File: src/rtl/fetch_pkg.sv
// rtl/fetch_pkg.sv - shared types and constants for the fetch controller
//
// Contents:
//   INSTR_BYTES         - PC increment per sequential fetch
//   DEFAULT_BOOT_ADDR   - PC loaded by reset
//   DEFAULT_EXC_VECTOR  - exception redirect target (FETCH_CTRL_EXC_EN builds)
//   fetch_state_e       - fetch sequencer states
package fetch_pkg;

    localparam int          INSTR_BYTES        = 4;
    localparam logic [31:0] DEFAULT_BOOT_ADDR  = 32'h0000_1000;
    localparam logic [31:0] DEFAULT_EXC_VECTOR = 32'h0000_0100;

    typedef enum logic [2:0] {
        ST_IDLE,
        ST_REQ,
        ST_WAIT,
        ST_HOLD,
        ST_DROP
    } fetch_state_e;

endpackage

File: src/rtl/fetch_controller_if.sv
// rtl/fetch_controller_if.sv - instruction-memory and decode handshake bundle
//
// Signals:
//   imem_req_valid / imem_req_addr / imem_req_ready  - fetch request channel
//   imem_rsp_valid / imem_rsp_data                    - in-order fetch response
//   dec_valid / dec_pc / dec_instr / dec_ready        - instruction to decode
// Modports:
//   master - the fetch controller
//   slave  - memory and decode side
interface fetch_controller_if #(
    parameter int XLEN = 32
);

    logic            imem_req_valid;
    logic [XLEN-1:0] imem_req_addr;
    logic            imem_req_ready;
    logic            imem_rsp_valid;
    logic [XLEN-1:0] imem_rsp_data;
    logic            dec_valid;
    logic [XLEN-1:0] dec_pc;
    logic [XLEN-1:0] dec_instr;
    logic            dec_ready;

    modport master (
        output imem_req_valid,
        output imem_req_addr,
        input  imem_req_ready,
        input  imem_rsp_valid,
        input  imem_rsp_data,
        output dec_valid,
        output dec_pc,
        output dec_instr,
        input  dec_ready
    );

    modport slave (
        input  imem_req_valid,
        input  imem_req_addr,
        output imem_req_ready,
        output imem_rsp_valid,
        output imem_rsp_data,
        input  dec_valid,
        input  dec_pc,
        input  dec_instr,
        output dec_ready
    );

endinterface

File: src/rtl/fetch_next_pc.sv
// rtl/fetch_next_pc.sv - combinational next fetch PC select
//
// Ports:
//   reset         in   load BOOT_ADDR
//   exc_take      in   redirect to EXC_VECTOR (highest after reset)
//   branch_take   in   redirect to branch_target with [1:0] cleared
//   incr          in   advance by one instruction
//   pc            in   current fetch PC
//   branch_target in   raw redirect address
//   next_pc       out  PC value for the next edge (holds pc otherwise)
module fetch_next_pc
    import fetch_pkg::*;
#(
    parameter int              XLEN       = 32,
    parameter logic [XLEN-1:0] BOOT_ADDR  = XLEN'(DEFAULT_BOOT_ADDR),
    parameter logic [XLEN-1:0] EXC_VECTOR = XLEN'(DEFAULT_EXC_VECTOR)
) (
    input  logic            reset,
    input  logic            exc_take,
    input  logic            branch_take,
    input  logic            incr,
    input  logic [XLEN-1:0] pc,
    input  logic [XLEN-1:0] branch_target,
    output logic [XLEN-1:0] next_pc
);

    // Clears the byte-offset bits so every fetch address is word aligned.
    localparam logic [XLEN-1:0] ALIGN_MASK = ~XLEN'(INSTR_BYTES - 1);

    always_comb begin
        next_pc = pc;
        if (reset) begin
            next_pc = BOOT_ADDR;
        end else if (exc_take) begin
            next_pc = EXC_VECTOR & ALIGN_MASK;
        end else if (branch_take) begin
            next_pc = branch_target & ALIGN_MASK;
        end else if (incr) begin
            // Natural modulo-2^XLEN wrap of the adder.
            next_pc = pc + XLEN'(INSTR_BYTES);
        end
    end

endmodule

File: src/rtl/fetch_controller.sv
// rtl/fetch_controller.sv - instruction fetch sequencer with redirect and stale-response drop
//
// Ports:
//   clk           in   system clock, rising edge
//   reset         in   synchronous active-high reset
//   branch        in   one-cycle redirect pulse from execute
//   branch_target in   redirect address, bits [1:0] ignored
//   exc_valid     in   exception redirect to EXC_VECTOR (FETCH_CTRL_EXC_EN only)
//   exc_taken     out  pulses the cycle after an accepted exception (FETCH_CTRL_EXC_EN only)
//   pc_out        out  current fetch PC
//   bus           master side of fetch_controller_if (imem request/response, decode)
//
// Optional feature macro: FETCH_CTRL_EXC_EN
module fetch_controller
    import fetch_pkg::*;
#(
    parameter int              XLEN       = 32,
    parameter logic [XLEN-1:0] BOOT_ADDR  = XLEN'(DEFAULT_BOOT_ADDR),
    parameter logic [XLEN-1:0] EXC_VECTOR = XLEN'(DEFAULT_EXC_VECTOR)
) (
    input  logic            clk,
    input  logic            reset,
    input  logic            branch,
    input  logic [XLEN-1:0] branch_target,
`ifdef FETCH_CTRL_EXC_EN
    input  logic            exc_valid,
    output logic            exc_taken,
`endif
    output logic [XLEN-1:0] pc_out,
    fetch_controller_if.master bus
);

    fetch_state_e    state;
    fetch_state_e    state_next;
    logic            active;
    logic            exc_take;
    logic            branch_take;
    logic            redirect;
    logic            pc_incr;
    logic            capture;
    logic [XLEN-1:0] pc_next;

    // Redirects are ignored in IDLE; an exception outranks a same-cycle branch.
    assign active = (state != ST_IDLE);
`ifdef FETCH_CTRL_EXC_EN
    assign exc_take = active & exc_valid;
`else
    assign exc_take = 1'b0;
`endif
    assign branch_take = active & branch & ~exc_take;
    assign redirect    = exc_take | branch_take;

    // The PC only advances when a request is accepted without a redirect.
    assign pc_incr = (state == ST_REQ) & bus.imem_req_ready & ~redirect;

    // A response arriving in WAIT alongside a redirect is discarded.
    assign capture = (state == ST_WAIT) & bus.imem_rsp_valid & ~redirect;

    fetch_next_pc #(
        .XLEN       (XLEN),
        .BOOT_ADDR  (BOOT_ADDR),
        .EXC_VECTOR (EXC_VECTOR)
    ) u_next_pc (
        .reset         (reset),
        .exc_take      (exc_take),
        .branch_take   (branch_take),
        .incr          (pc_incr),
        .pc            (pc_out),
        .branch_target (branch_target),
        .next_pc       (pc_next)
    );

    // State register
    always_ff @(posedge clk) begin
        if (reset) begin
            state <= ST_IDLE;
        end else begin
            state <= state_next;
        end
    end

    // Next-state logic. DROP is entered whenever a redirect leaves a response
    // still owed, so the stale word is swallowed before the next request.
    always_comb begin
        state_next = state;
        case (state)
            ST_IDLE: begin
                state_next = ST_REQ;
            end
            ST_REQ: begin
                if (redirect) begin
                    state_next = bus.imem_req_ready ? ST_DROP : ST_REQ;
                end else if (bus.imem_req_ready) begin
                    state_next = ST_WAIT;
                end
            end
            ST_WAIT: begin
                if (bus.imem_rsp_valid) begin
                    state_next = redirect ? ST_REQ : ST_HOLD;
                end else if (redirect) begin
                    state_next = ST_DROP;
                end
            end
            ST_HOLD: begin
                // A redirect squashes the held instruction even if decode is ready.
                if (redirect || bus.dec_ready) begin
                    state_next = ST_REQ;
                end
            end
            ST_DROP: begin
                if (bus.imem_rsp_valid) begin
                    state_next = ST_REQ;
                end
            end
            default: begin
                state_next = ST_IDLE;
            end
        endcase
    end

    // Output logic. dec_valid is exactly "in HOLD": HOLD is entered only with
    // a captured instruction and left on consume or redirect.
    always_comb begin
        bus.imem_req_valid = (state == ST_REQ);
        bus.imem_req_addr  = pc_out;
        bus.dec_valid      = (state == ST_HOLD);
    end

    // PC and decode payload registers
    always_ff @(posedge clk) begin
        pc_out <= pc_next;
        if (reset) begin
            bus.dec_pc    <= '0;
            bus.dec_instr <= '0;
        end else if (capture) begin
            // pc_out already advanced past the issued address at acceptance.
            bus.dec_pc    <= pc_out - XLEN'(INSTR_BYTES);
            bus.dec_instr <= bus.imem_rsp_data;
        end
    end

`ifdef FETCH_CTRL_EXC_EN
    always_ff @(posedge clk) begin
        if (reset) begin
            exc_taken <= 1'b0;
        end else begin
            exc_taken <= exc_take;
        end
    end
`endif

endmodule

File: src/flat_wrapper.sv
// flat-port wrapper written by rule: the top's interface ports become plain ports
module fetch_controller_flat import fetch_pkg::*;
#(
    parameter int              XLEN       = 32,
    parameter logic [XLEN-1:0] BOOT_ADDR  = XLEN'(DEFAULT_BOOT_ADDR),
    parameter logic [XLEN-1:0] EXC_VECTOR = XLEN'(DEFAULT_EXC_VECTOR)
)
  (clk, reset, branch, branch_target, pc_out, bus_imem_req_valid, bus_imem_req_addr, bus_imem_req_ready, bus_imem_rsp_valid, bus_imem_rsp_data, bus_dec_valid, bus_dec_pc, bus_dec_instr, bus_dec_ready);
  fetch_controller_if #(.XLEN(XLEN)) bus_i ();
  input  logic clk;
  input  logic reset;
  input  logic branch;
  input  logic [XLEN-1:0] branch_target;
  output logic [XLEN-1:0] pc_out;
  output wire logic [$bits(bus_i.imem_req_valid)-1:0] bus_imem_req_valid;
  output wire logic [$bits(bus_i.imem_req_addr)-1:0] bus_imem_req_addr;
  input wire logic [$bits(bus_i.imem_req_ready)-1:0] bus_imem_req_ready;
  input wire logic [$bits(bus_i.imem_rsp_valid)-1:0] bus_imem_rsp_valid;
  input wire logic [$bits(bus_i.imem_rsp_data)-1:0] bus_imem_rsp_data;
  output wire logic [$bits(bus_i.dec_valid)-1:0] bus_dec_valid;
  output wire logic [$bits(bus_i.dec_pc)-1:0] bus_dec_pc;
  output wire logic [$bits(bus_i.dec_instr)-1:0] bus_dec_instr;
  input wire logic [$bits(bus_i.dec_ready)-1:0] bus_dec_ready;
  assign bus_imem_req_valid = bus_i.imem_req_valid;
  assign bus_imem_req_addr = bus_i.imem_req_addr;
  assign bus_i.imem_req_ready = bus_imem_req_ready;
  assign bus_i.imem_rsp_valid = bus_imem_rsp_valid;
  assign bus_i.imem_rsp_data = bus_imem_rsp_data;
  assign bus_dec_valid = bus_i.dec_valid;
  assign bus_dec_pc = bus_i.dec_pc;
  assign bus_dec_instr = bus_i.dec_instr;
  assign bus_i.dec_ready = bus_dec_ready;
  fetch_controller #(.XLEN(XLEN), .BOOT_ADDR(BOOT_ADDR), .EXC_VECTOR(EXC_VECTOR)) u_core (.clk(clk), .reset(reset), .branch(branch), .branch_target(branch_target), .pc_out(pc_out), .bus(bus_i));
endmodule
File: config.mk
export PLATFORM = sky130hd
export DESIGN_NAME = fetch_controller_flat
export DESIGN_NICKNAME = d
export VERILOG_FILES = /design/src/rtl/fetch_pkg.sv /design/src/rtl/fetch_controller_if.sv /design/src/rtl/fetch_next_pc.sv /design/src/rtl/fetch_controller.sv /design/src/flat_wrapper.sv
export SDC_FILE = /design/constraint.sdc
export NUM_CORES = 1
export LEC_CHECK = 0
export ABC_CLOCK_PERIOD_IN_PS = 6800
export BUFFER_PORTS_ARGS = -buffer_cell sky130_fd_sc_hd__buf_2
export CORE_ASPECT_RATIO = 1.5
export CORE_MARGIN = 2
export CORE_UTILIZATION = 25
export DETAILED_ROUTE_END_ITERATION = 10
export HOLD_SLACK_MARGIN = 0.15
export PLACE_DENSITY = 0.54
export SLEW_MARGIN = 0
export SYNTH_ARGS = -nofsm -noshare
export SYNTH_HDL_FRONTEND = slang
export SYNTH_SLANG_ARGS = --single-unit
export TNS_END_PERCENT = 30
File: constraint.sdc
create_clock -name clk -period 6.8 [get_ports clk]
set_input_delay 0 -clock clk [delete_from_list [all_inputs] [get_ports clk]]
set_output_delay 0 -clock clk [all_outputs]
set_load 0.05 [all_outputs]
Word-level counts from Yosys, hierarchy flattened:

Index checks and enable logic that the tools add are counted.

* word-level logic and storage cells: 38
* register bits after elaboration: 99
* output and inout port bits: 130
* bits of input ports: 70

* $add $sub $neg: 2
* bitwise operators: 6
* equality and inequality tests: 8
* muxes and demuxes: 11
* reductions and logical operators: 6

Operators with widths (count)
* 32-bit two-way mux: 2
* 32-bit by 3-bit adder with 32-bit output (second input constant): 1
* 32-bit by 3-bit subtractor with 32-bit output (second input constant): 1
* 3-bit two-way mux: 7
* 3-bit case mux with 5 select lines: 1
* 3-bit by 2-bit == test with 1-bit output (second input constant): 2
* 1-bit AND: 5
* 4-bit AND reduction: 1
* 3-bit by 1-bit == test with 1-bit output (second input constant): 1
* 3-bit == test (second input constant): 1
* 3-bit logical NOT: 1
* 3-bit by 1-bit inequality test with 1-bit output (second input constant): 1
* 3-bit by 2-bit inequality test with 1-bit output (second input constant): 1
* 3-bit nonzero test: 1
* 2-bit two-way mux: 1
* 2-bit by 1-bit inequality test with 1-bit output (second input constant): 1
* 2-bit inequality test (second input constant): 1
* 2-bit nonzero test: 1
* 2-bit OR reduction: 1
* 1-bit logical OR: 1
* 1-bit inverter: 1

Longest topological paths before layout:

Gate-level depths: netlist (run 1).

* word-level depth: 6
* mapped depth: 8
* depth with buffers taken out: 6

Modules after synthesis:

A second synthesis (run 1) with hierarchy kept.

* cells, all modules: 606
* area, all modules: 4936.0 um^2

By module, submodules not included
* fetch_controller: sequential area each 1981.9 um^2, cells each 440, area an instance 3910.0 um^2, times used 1
* fetch_next_pc: sequential area each 0.0 um^2, cells each 166, area an instance 1026.0 um^2, times used 1

Least setup slack after synthesis (run 1):

No wires, ideal clock.

* kind: flip-flop to flip-flop
* from: reg u_core.pc_out[5] (netlist: u_core.bus.imem_req_addr[5])
* to: reg u_core.pc_out[25] (netlist: u_core.bus.imem_req_addr[25])
* period minus slack after synthesis: 2.625 ns
* data required time: 6.709 ns
* slack: 4.175 ns
* path buffers: 3
* cell stages (with the launch flop): 8
* arrival time: 2.534 ns
* library setup time: 0.091 ns
* cells stage by stage: dfxtp_1 > buf_2 > nand4_1 > buf_2 > or4_1 > buf_2 > or4_1 > a311oi_1

* cells in the longest elaborated chain, start to end: 3

Ends and longest elaborated chain
* from (decl): line fetch_controller.sv:29 `output logic [XLEN-1:0] pc_out,`
* from (signal assigned): line fetch_controller.sv:131 `pc_out <= pc_next;`
* 32-bit by 3-bit adder with 32-bit output: line fetch_next_pc.sv:40 `next_pc = pc + XLEN'(INSTR_BYTES);`
* 32-bit two-way mux: line fetch_next_pc.sv:38 `end else if (incr) begin`
* 32-bit two-way mux: line fetch_next_pc.sv:36 `end else if (branch_take) begin`

No other way between the ends. The select of a mux whose other input is x is not followed.
A chain may end at the register's enable or synchronous reset.

Worst setup path after layout (run 1):

* from: reg u_core.state[0]
* to: reg u_core.pc_out[23] (netlist: u_core.bus.imem_req_addr[23])

* cells in the longest elaborated chain, start to end: 5
* elaborated cells between the ends (all ways): 8
* classes of those cells: eq/ne: 1; mux: 1; bitwise: 4; reduce/logical: 2

Ends and longest elaborated chain
* from (decl): line fetch_controller.sv:33 `fetch_state_e state;`
* from (signal assigned): line fetch_controller.sv:78 `state <= state_next;`
* 3-bit nonzero test: line fetch_controller.sv:44 `assign active = (state != ST_IDLE);`
* 1-bit AND: line fetch_controller.sv:50 `assign branch_take = active & branch & ~exc_take;`
* 1-bit inverter: line fetch_controller.sv:54 `assign pc_incr = (state == ST_REQ) & bus.imem_req_ready & ~redirect;`
* 1-bit AND: line fetch_controller.sv:54
* 2-bit nonzero test (no line)

Parallel ways exist; a longest one is shown, timed or not.

==> flow_summary.yaml, run 1 <==
global_routing:
  grt_pass1_wl_microns: 25600
  busiest_layer: "met2"
  grt_pass1_vias: 4845
  use_met2_pct: 27.2
  antenna_found_initial: 0
  grtUsageMet3_pct: 2.25
  grt_start_max_net_pins: 62
  grt_overflow: 0
  grt_usage_pct: 15.1
  use_met1_pct: 18.1
clock_tree:
  clkLatencyLatePin_ns: 0.34
  cts_buffers: 9
  cts_resized: 0
  htreeDepth: 3
  clk_pin_slew_ns: 0.08
  post_cts_buffers: 0
  clock_sinks: 95
  cts_tree: "done"
  cts-root-buf: "clkbuf_16"
  clock_path_buffers: 2
setup_path:
  critical_path_class: "reg -> reg"
  critical_path_arrival_ns: 3.96
  worstPathRequired_ns: 7.09
  cp-start-kind: "register"
  crit_start: "u_core.state[0]"
  path_max_fanout: 17
  worstReg2RegStart: "u_core.state[0]"
  reg2reg_slack_ns: 3.13
  end_kind: "register"
logic_synthesis:
  ys.flop_type: "dfxtp_1"
  synth_cell_types: 50
  synthSimpleGateAreaFrac_pct: 27.8
  ys_async_sr_fraction_pct: 0
  yosysSeqAreaShare_pct: 37.8
  ys_warn_count: 0
  syn_area_per_cell_sq_um: 7.89
  synth_xor_area_share_pct: 2.96
  synth_top_family_by_area: "simple AND/OR/NAND/NOR gates"
  netlist_area_sq_um: 5030
  synth_cells: 637
  muxShareOfSynthArea_pct: 0.398
  synth-compound-area-share_pct: 19.7
  synth_top_cell_area_share_pct: 37.8
  synth-edff-count: 0
  synth-seq-cells: 95
  post-synth-top-area-cell: "dfxtp_1"
  synth_area_leaders: "dfxtp_1 38%, nand2_1 6.4%, a311oi_1 5.4%"
  synth_fa_ha_area_share_pct: 0.498
cells_and_area:
  final_cell_mix: "190 x buf_2, 95 x dfxtp_1, 86 x nand2_1"
  final_core_utilization_pct: 35.5
  layout_commonest_cell: "buf_2"
  fin_nets: 908
  n_antenna_cell: 0
  synthToLayoutAreaGrowth_pct: 39.6
  layout-drive-gt1-share_pct: 26.3
timing:
  period_share_pct: 54.0
  max_freq_mhz: 272
  tightest_slew_ns: 0.883
  whs_ns: 0.234
  hold_viol_final: 0
  clock_skew_ns: 0.0125
  rsz0062_at_grt: "no"
  relSlewSlack_pct: 40.3
  report.final.setup_viol: 0
  finalCriticalPeriod_ns: 3.67
  setup_tns_ns: 0
  drv_slew: 0
power:
  ir_drop_uv: 121
  leakage_nw: 2.82
  p_per_area_nw_per_um2: 246
  p_total_mw: 1.73
drt:
  first_pass_iters: 5
  vias: 5297
  avgViaCountPerCell: 4.81
  post_drt_wl_per_cell_microns: 15.2
  wirelength_microns: 16700
  ant_nets: 0
  drt_iter0_markers: 302
  drcViolationCount: 0
floorplanning:
  fp-row-count: 63
  core_sq_um: 19800
  die-area_sq_um: 21300
  fp.dieH_microns: 178
  start_util_pct: 25.4
  die_w_microns: 120
  io-pin-count: 200
status:
  outcome: "finished, final reports clean"
job:
  drv_cap: 0
min_path:
  hold_start: "branch"
  hold_path.class: "in -> reg"
place:
  io_buffers: 191
  gp_congestion: 0.812
  dp_hpwl_microns: 11400
==> final timing paths <==
kind | cells after the start | endpoint
worst max-delay path | 5 | u_core.bus.imem_req_addr[23]
worst min-delay path | 4 | u_core.state[2]
worst max register to register | 5 | u_core.bus.imem_req_addr[23]
worst min register to register | 2 | u_core.bus.dec_instr[7]
==> power by group <==
group	switching (mW)	internal, mW
sequential	0.0868	0.589
combinational	0.362	0.169
clock	0.231	0.288
total	0.680	1.05
==> per-layer routing <==
| metal | wire [microns] | vias up |
|---|---|---|
| met1 | 7190 | 2471 |
| met3 | 609 | 19 |
| met5 | 0 | - |
| li1 | - | 2675 |
| met2 | 8500 | 132 |
| met4 | 405 | 0 |
==> per-stage QoR <==
step / area [sq um] / std cells / worst slack (ns)
floorplan: 5050 / 642 / 4.18
global placement: 5870 / 1000 / 3.75
detailed placement: 5870 / 1000 / 3.71
CTS: 7020 / 1101 / 3.17
global route: 7020 / 1101 / 2.87
finish: 7020 / 1101 / 3.13
==> state kept, by name (all words and copies together) (netlist names) <==
| signal | cells |
|---|---|
| u_core.bus.dec_instr | 32 |
| u_core.bus.imem_req_addr | 30 |
| u_core.state | 3 |
| u_core.bus.dec_pc | 30 |
==> area by class of cell <==
cell class,instances,area [sq um]
well taps,260,325
flip-flops and latches,95,1900
repair buffers,280,1840
clock inverters,6,70.1
clock buffers,10,229
fillers,2137,12800
multi-input cells,441,2620
inverters,9,33.8
==> synth_stat cells, types with 3 or more instances <==
cell      number
a21oi_1       39
buf_4         36
nor4_1         7
and2_1         3
nor3_1         8
dfxtp_1       95
nor4b_1        3
a311oi_1      31
o31ai_1       18
xor2_1         9
a211oi_1      21
o21ai_0       13
buf_2          6
or3_1         17
xnor2_1        8
clkbuf_1      55
or4_1         27
or2_2          4
nor3b_1        6
nor2_1        64
nand3_1       16
o21bai_1       3
nand4_1       13
a311o_1        3
a31oi_1        4
inv_1          9
and4_1         5
nand2_1       86
==> worst max-delay path: stages, from the launching register on <==
cell and delay, ns:
dfxtp_1 0.70, nand4bb_1 0.66, or4_1 0.90, or4_1 0.52, a311oi_1 0.26, dlygate4sd3_1 0.57
==> cells by family after synthesis <==
kind of cell,count (synthesis)
other cells,1
mux,2
xor+xnor,17
simple gates,272
buf+inv,106
compound gates,142
flops,95
fa+ha+maj,2
==> timing repair <==
action / 4_1_cts / 5_1_grt
endpoints found under the setup margin: 0 / 0
endpoints found under the hold margin: 71 / 0
hold buffers: 85 / 0
Power figures use the tool's default switching activity.
==> run 2: changes to the inputs <==
--- a/config.mk
+++ b/config.mk
@@ -5,14 +5,14 @@
 export SDC_FILE = /design/constraint.sdc
 export NUM_CORES = 1
 export LEC_CHECK = 0
-export ABC_CLOCK_PERIOD_IN_PS = 6800
+export ABC_CLOCK_PERIOD_IN_PS = 3300
 export BUFFER_PORTS_ARGS = -buffer_cell sky130_fd_sc_hd__buf_2
 export CORE_ASPECT_RATIO = 1.5
 export CORE_MARGIN = 2
 export CORE_UTILIZATION = 25
 export DETAILED_ROUTE_END_ITERATION = 10
 export HOLD_SLACK_MARGIN = 0.15
-export PLACE_DENSITY = 0.54
+export PLACE_DENSITY = 0.55
 export SLEW_MARGIN = 0
 export SYNTH_ARGS = -nofsm -noshare
 export SYNTH_HDL_FRONTEND = slang
==> constraint.sdc (replaced) <==
create_clock -name clk -period 3.3 [get_ports clk]
set_input_delay 0 -clock clk [delete_from_list [all_inputs] [get_ports clk]]
set_output_delay 0 -clock clk [all_outputs]
set_load 0.05 [all_outputs]
==> flow_summary.yaml, run 2 (synthesis results as in run 1) <==
status:
  outcome: "finished, final reports clean"
power:
  p_per_area_nw_per_um2: 501
  ir_drop_uv: 261
  leakage_nw: 2.80
  p_total_mw: 3.50
clock_tree:
  cts_buffers: 9
  cts_resized: 0
  cts_tree: "done"
  clk_pin_slew_ns: 0.07
  post_cts_buffers: 0
  cts-root-buf: "clkbuf_16"
  htreeDepth: 3
  clock_path_buffers: 2
  clock_sinks: 95
  clkLatencyLatePin_ns: 0.34
  hold_buffers: 74
drt:
  post_drt_wl_per_cell_microns: 15.2
  avgViaCountPerCell: 4.79
  drcViolationCount: 0
  drt_iter0_markers: 262
  wirelength_microns: 16800
  first_pass_iters: 4
  vias: 5274
  ant_nets: 0
setup_path:
  path_max_fanout: 12
  worstReg2RegStart: "u_core.bus.imem_req_addr[2]"
  rr_worst_depth: 6
  worstPathRequired_ns: 3.55
  reg2reg_to: "u_core.bus.dec_pc[26]"
  cp-start-kind: "register"
  reg2reg_slack_ns: 0.66
  end_kind: "register"
  critical_path_class: "reg -> reg"
  critical_path_arrival_ns: 2.89
global_routing:
  antenna_found_initial: 0
  grt_start_max_net_pins: 57
  grt_overflow: 0
  grt_usage_pct: 15.2
  grt_pass1_wl_microns: 25500
  grt_pass1_vias: 4730
min_path:
  worstHoldPathCells: 2
  hold_end: "u_core.bus.dec_instr[30]"
  hold_path.class: "in -> reg"
  hold_start: "reset"
cells_and_area:
  largest_reg_flops: 32
  n_antenna_cell: 0
  layout_commonest_cell: "buf_2"
  regArea_sq_um: 1900
  regMostFlops: "u_core.bus.dec_instr"
  layout-drive-gt1-share_pct: 27.6
  synthToLayoutAreaGrowth_pct: 38.7
  fin_nets: 908
  fill_cells: 2084
  multi_input_area_sq_um: 2620
  final_cell_mix: "190 x buf_2, 95 x dfxtp_1, 86 x nand2_1"
place:
  io_buffers: 191
  dp_hpwl_microns: 11800
  gp_congestion: 0.787
timing:
  rsz0062_at_grt: "no"
  finalCriticalPeriod_ns: 2.64
  report.final.setup_viol: 0
  clock_skew_ns: 0.00847
  period_share_pct: 80.1
  setup_tns_ns: 0
  hold_viol_final: 0
  drv_slew: 0
  max_freq_mhz: 378
  relSlewSlack_pct: 44.2
  tightest_slew_ns: 0.826
floorplanning:
  core_sq_um: 19800
  die_w_microns: 120
  io-pin-count: 200
  start_util_pct: 25.4
  die-area_sq_um: 21300
  fp.dieH_microns: 178
  fp-row-count: 63
job:
  drv_cap: 0
[run 2: worst max-delay path by stage]
| stage | slack [ns] | from | end |
|---|---|---|---|
| 4_1_cts | 0.63 | u_core.bus.imem_req_addr[2] | u_core.bus.dec_pc[28] |
| 6_report | 0.66 | u_core.bus.imem_req_addr[2] | u_core.bus.dec_pc[26] |
| 2_1_floorplan | 0.68 | u_core.bus.imem_req_addr[5] | u_core.bus.imem_req_addr[25] |
| 5_1_grt | 0.39 | u_core.bus.imem_req_addr[2] | u_core.bus.dec_pc[28] |
| 3_3_place_gp | 0.71 | u_core.bus.imem_req_addr[2] | u_core.bus.dec_pc[26] |
| 3_5_place_dp | 0.63 | u_core.bus.imem_req_addr[2] | u_core.bus.dec_pc[28] |
[run 2: worst max-delay path, cell delays in order, from the launching register on]
cell,delay [ns]
dfxtp_1,0.44
inv_1,0.15
ha_1,0.22
nor4b_2,0.46
nand3_1,0.43
or4_1,0.60
a311oi_1,0.24
[run 2: stage by stage]
step	util [%]	hold slack [ns]	instance area (sq um)	setup slack [ns]	std cells
2_1_floorplan	-	0.136	5050	0.675	642
3_3_place_gp	30.1	0.242	5950	0.708	1011
3_5_place_dp	30.1	0.247	5950	0.634	1011
4_1_cts	35.3	0.151	6980	0.627	1101
5_1_grt	35.3	0.185	6980	0.386	1101
6_report	35.3	0.173	6980	0.656	1101
[run 2: routing by layer]
| layer | GRT usage (%) | part of all wire (%) | vias to the layer above |
|---|---|---|---|
| li1 | - | - | 2683 |
| met2 | 27.1 | 51 | 145 |
| met3 | 2.28 | 3.9 | 19 |
| met4 | 5.39 | 2.0 | 0 |
| met5 | 0 | 0 | - |
| met1 | 18.3 | 43 | 2427 |
[run 2: report_power, final]
group / internal (mW) / leakage, nW / switching, mW
Clock: 0.538 / 0.132 / 0.469
Sequential: 1.21 / 0.772 / 0.152
Combinational: 0.348 / 1.90 / 0.776
Total: 2.10 / 2.80 / 1.40
[run 2: layout make-up]
type | count | share of cell area [%]
clock buffers | 11 | 3.48
clock inverters | 5 | 0.592
inverters | 9 | 0.484
multi-input cells | 441 | 37.6
flip-flops and latches | 95 | 27.3
well taps | 260 | 4.66
repair buffers | 280 | 26.0
==> run 3: changes to the inputs <==
--- a/config.mk
+++ b/config.mk
@@ -5,14 +5,15 @@
 export SDC_FILE = /design/constraint.sdc
 export NUM_CORES = 1
 export LEC_CHECK = 0
-export ABC_CLOCK_PERIOD_IN_PS = 3300
+export ABC_AREA = 1
+export ABC_CLOCK_PERIOD_IN_PS = 2240
 export BUFFER_PORTS_ARGS = -buffer_cell sky130_fd_sc_hd__buf_2
 export CORE_ASPECT_RATIO = 1.5
 export CORE_MARGIN = 2
 export CORE_UTILIZATION = 25
 export DETAILED_ROUTE_END_ITERATION = 10
 export HOLD_SLACK_MARGIN = 0.15
-export PLACE_DENSITY = 0.55
+export PLACE_DENSITY = 0.54
 export SLEW_MARGIN = 0
 export SYNTH_ARGS = -nofsm -noshare
 export SYNTH_HDL_FRONTEND = slang
==> constraint.sdc (replaced) <==
create_clock -name clk -period 2.24 [get_ports clk]
set_input_delay 0 -clock clk [delete_from_list [all_inputs] [get_ports clk]]
set_output_delay 0 -clock clk [all_outputs]
set_load 0.05 [all_outputs]
==> flow_summary.yaml, run 3 <==
power:
  p_total_mw: 8.93
  leakage_nw: 3.74
  ir_drop_uv: 453
  p_per_area_nw_per_um2: 1180
clock_tree:
  cts-root-buf: "clkbuf_16"
  cts_buffers: 9
  clock_sinks: 95
  cts_tree: "done"
  clock_path_buffers: 2
  htreeDepth: 3
  clk_pin_slew_ns: 0.07
  clkLatencyLatePin_ns: 0.35
  post_cts_buffers: 0
floorplanning:
  fp.dieH_microns: 189
  io-pin-count: 200
  core_sq_um: 22400
  start_util_pct: 25.4
  die_w_microns: 127
  die-area_sq_um: 24000
  fp-row-count: 67
drt:
  drcViolationCount: 0
  vias: 6424
  post_drt_wl_per_cell_microns: 15.4
  wirelength_microns: 21500
  drt_iter0_markers: 402
  first_pass_iters: 5
  avgViaCountPerCell: 4.60
  ant_nets: 0
logic_synthesis:
  yosysSeqAreaShare_pct: 33.5
  synth-seq-cells: 95
  yosys-top-cells-count: "204 x nor2_1, 188 x nand2_1, 95 x dfxtp_1"
  yosysMostFrequentCell: "nor2_1"
  syn_area_per_cell_sq_um: 6.25
  synth-edff-count: 0
  ys.flop_type: "dfxtp_1"
  ys_warn_count: 0
  ys_async_sr_fraction_pct: 0
  post-synth-top-area-cell: "dfxtp_1"
  netlist_area_sq_um: 5690
  synth_cell_types: 36
  synth_top_cell_area_share_pct: 33.5
  synth_area_leaders: "dfxtp_1 33%, nor2_1 13%, nand2_1 12%"
  synth_cells: 909
timing:
  rsz0062_at_grt: "no"
  tightest_slew_ns: 0.737
  report.final.setup_viol: 0
  finalCriticalPeriod_ns: 2.10
  drv_slew: 0
  clock_skew_ns: 0.00768
  hold_viol_final: 0
  max_freq_mhz: 477
  period_share_pct: 93.5
  setup_tns_ns: 0
  relSlewSlack_pct: 50.8
min_path:
  hold_path.class: "in -> reg"
global_routing:
  antenna_found_initial: 0
  grt_start_max_net_pins: 47
  grt_overflow: 0
  grt_pass1_wl_microns: 32600
  grt_usage_pct: 17.6
  grt_pass1_vias: 6095
setup_path:
  path_max_fanout: 24
  critical_path_arrival_ns: 2.31
  critical_path_class: "reg -> reg"
  end_kind: "register"
  worstPathRequired_ns: 2.45
  cp-start-kind: "register"
status:
  outcome: "finished, final reports clean"
job:
  drv_cap: 0
place:
  dp_hpwl_microns: 15800
  io_buffers: 191
  gp_congestion: 0.904
cells_and_area:
  n_antenna_cell: 0
  synthToLayoutAreaGrowth_pct: 33.5
  regMostFlops: "u_core.bus.dec_instr"
  layout-drive-gt1-share_pct: 21.3
  fin_nets: 1187
  final_cell_mix: "204 x nor2_1, 191 x buf_2, 188 x nand2_1"
  layout_commonest_cell: "nor2_1"
  largest_reg_flops: 32
## run 3: cell types whose count changed in the layout (fill, tap and decap cells not counted), moves of 8 or more
cell and delta:
o21ai_0 +61, o211ai_1 +8, a21oi_1 -10, inv_1 +78, nor2_1 +140, nand2_1 +102, a311oi_1 -31, or3_1 -17
a211oi_1 -19, nand3_1 +54, o31ai_1 -16, or4_1 -27
## run 3: layout make-up
cell class | count | area [sq um]
clock inverters | 6 | 68.8
repair buffers | 269 | 1730
clock buffers | 10 | 239
well taps | 276 | 345
multi-input cells | 649 | 2960
inverters | 91 | 344
fillers | 2442 | 14800
flip-flops and latches | 95 | 1900
## run 3: timing repair
item / CTS / global route
endpoints found under the setup margin: 0 / 1
hold buffers: 67 / 0
resized for setup: 0 / 1
endpoints found under the hold margin: 65 / 0
## run 3: report_power, final
group / internal (mW) / switching, mW
Clock: 0.901 / 0.720
Sequential: 2.00 / 0.498
Combinational: 1.24 / 3.56
Total: 4.15 / 4.78
## run 3: cell families (layout without fill, tap and decap cells)
family                     count (synthesis)  count (layout)  share of synthesized area, %
DFF                                       95              95                          33.5
AOI/OAI and AO/OA                        129             129                          12.3
and+or+nand+nor                          496             496                          36.3
other                                      1               6                        0.0660
adders and majority gates                  2               2                         0.440
buffers and inverters                    170             376                          15.0
xor gates and xnor gates                  16              16                          2.46
## run 3: worst paths after layout
check	start	endpoint	slack (ns)	depth (start not counted)
min reg2reg	u_core.bus.dec_pc[2]	u_core.bus.dec_pc[2]	0.50	2
max reg2reg	u_core.state[2]	u_core.state[0]	0.14	9
min	bus_imem_req_ready	u_core.state[0]	0.17	6
max	u_core.state[2]	u_core.state[0]	0.14	9
## run 3: layer usage
metal  wire [microns]  vias to the layer above  global-route usage, %  part of all wire (%)
met3              706                       28                   2.41                   3.3
met1             8400                     2953                   18.8                    39
met5                0                        -                      0                     0
met4              540                        0                   7.14                   2.5
li1                 -                     3252                      -                     -
met2            11900                      191                   34.1                    55
## run 3: through the flow
step	setup slack (ns)	hold WS (ns)	instances	utilization [%]	cell area, sq um
3_3_place_gp	0.273	0.220	1313	29.5	6600
5_1_grt	0.0177	0.188	1396	33.9	7590
3_5_place_dp	0.248	0.226	1313	29.5	6600
6_report	0.145	0.171	1396	33.9	7590
2_1_floorplan	0.327	0.135	914	-	5700
4_1_cts	0.107	0.153	1396	33.9	7580
## run 3: critical path: stages (launching register included)
cell,delay (ns)
dfxtp_1,0.39
inv_1,0.10
nand2_2,0.12
nand2_8,0.13
inv_4,0.11
buf_4,0.27
o31ai_1,0.09
dlygate4sd3_1,0.56
a21oi_1,0.12
nor2_1,0.06
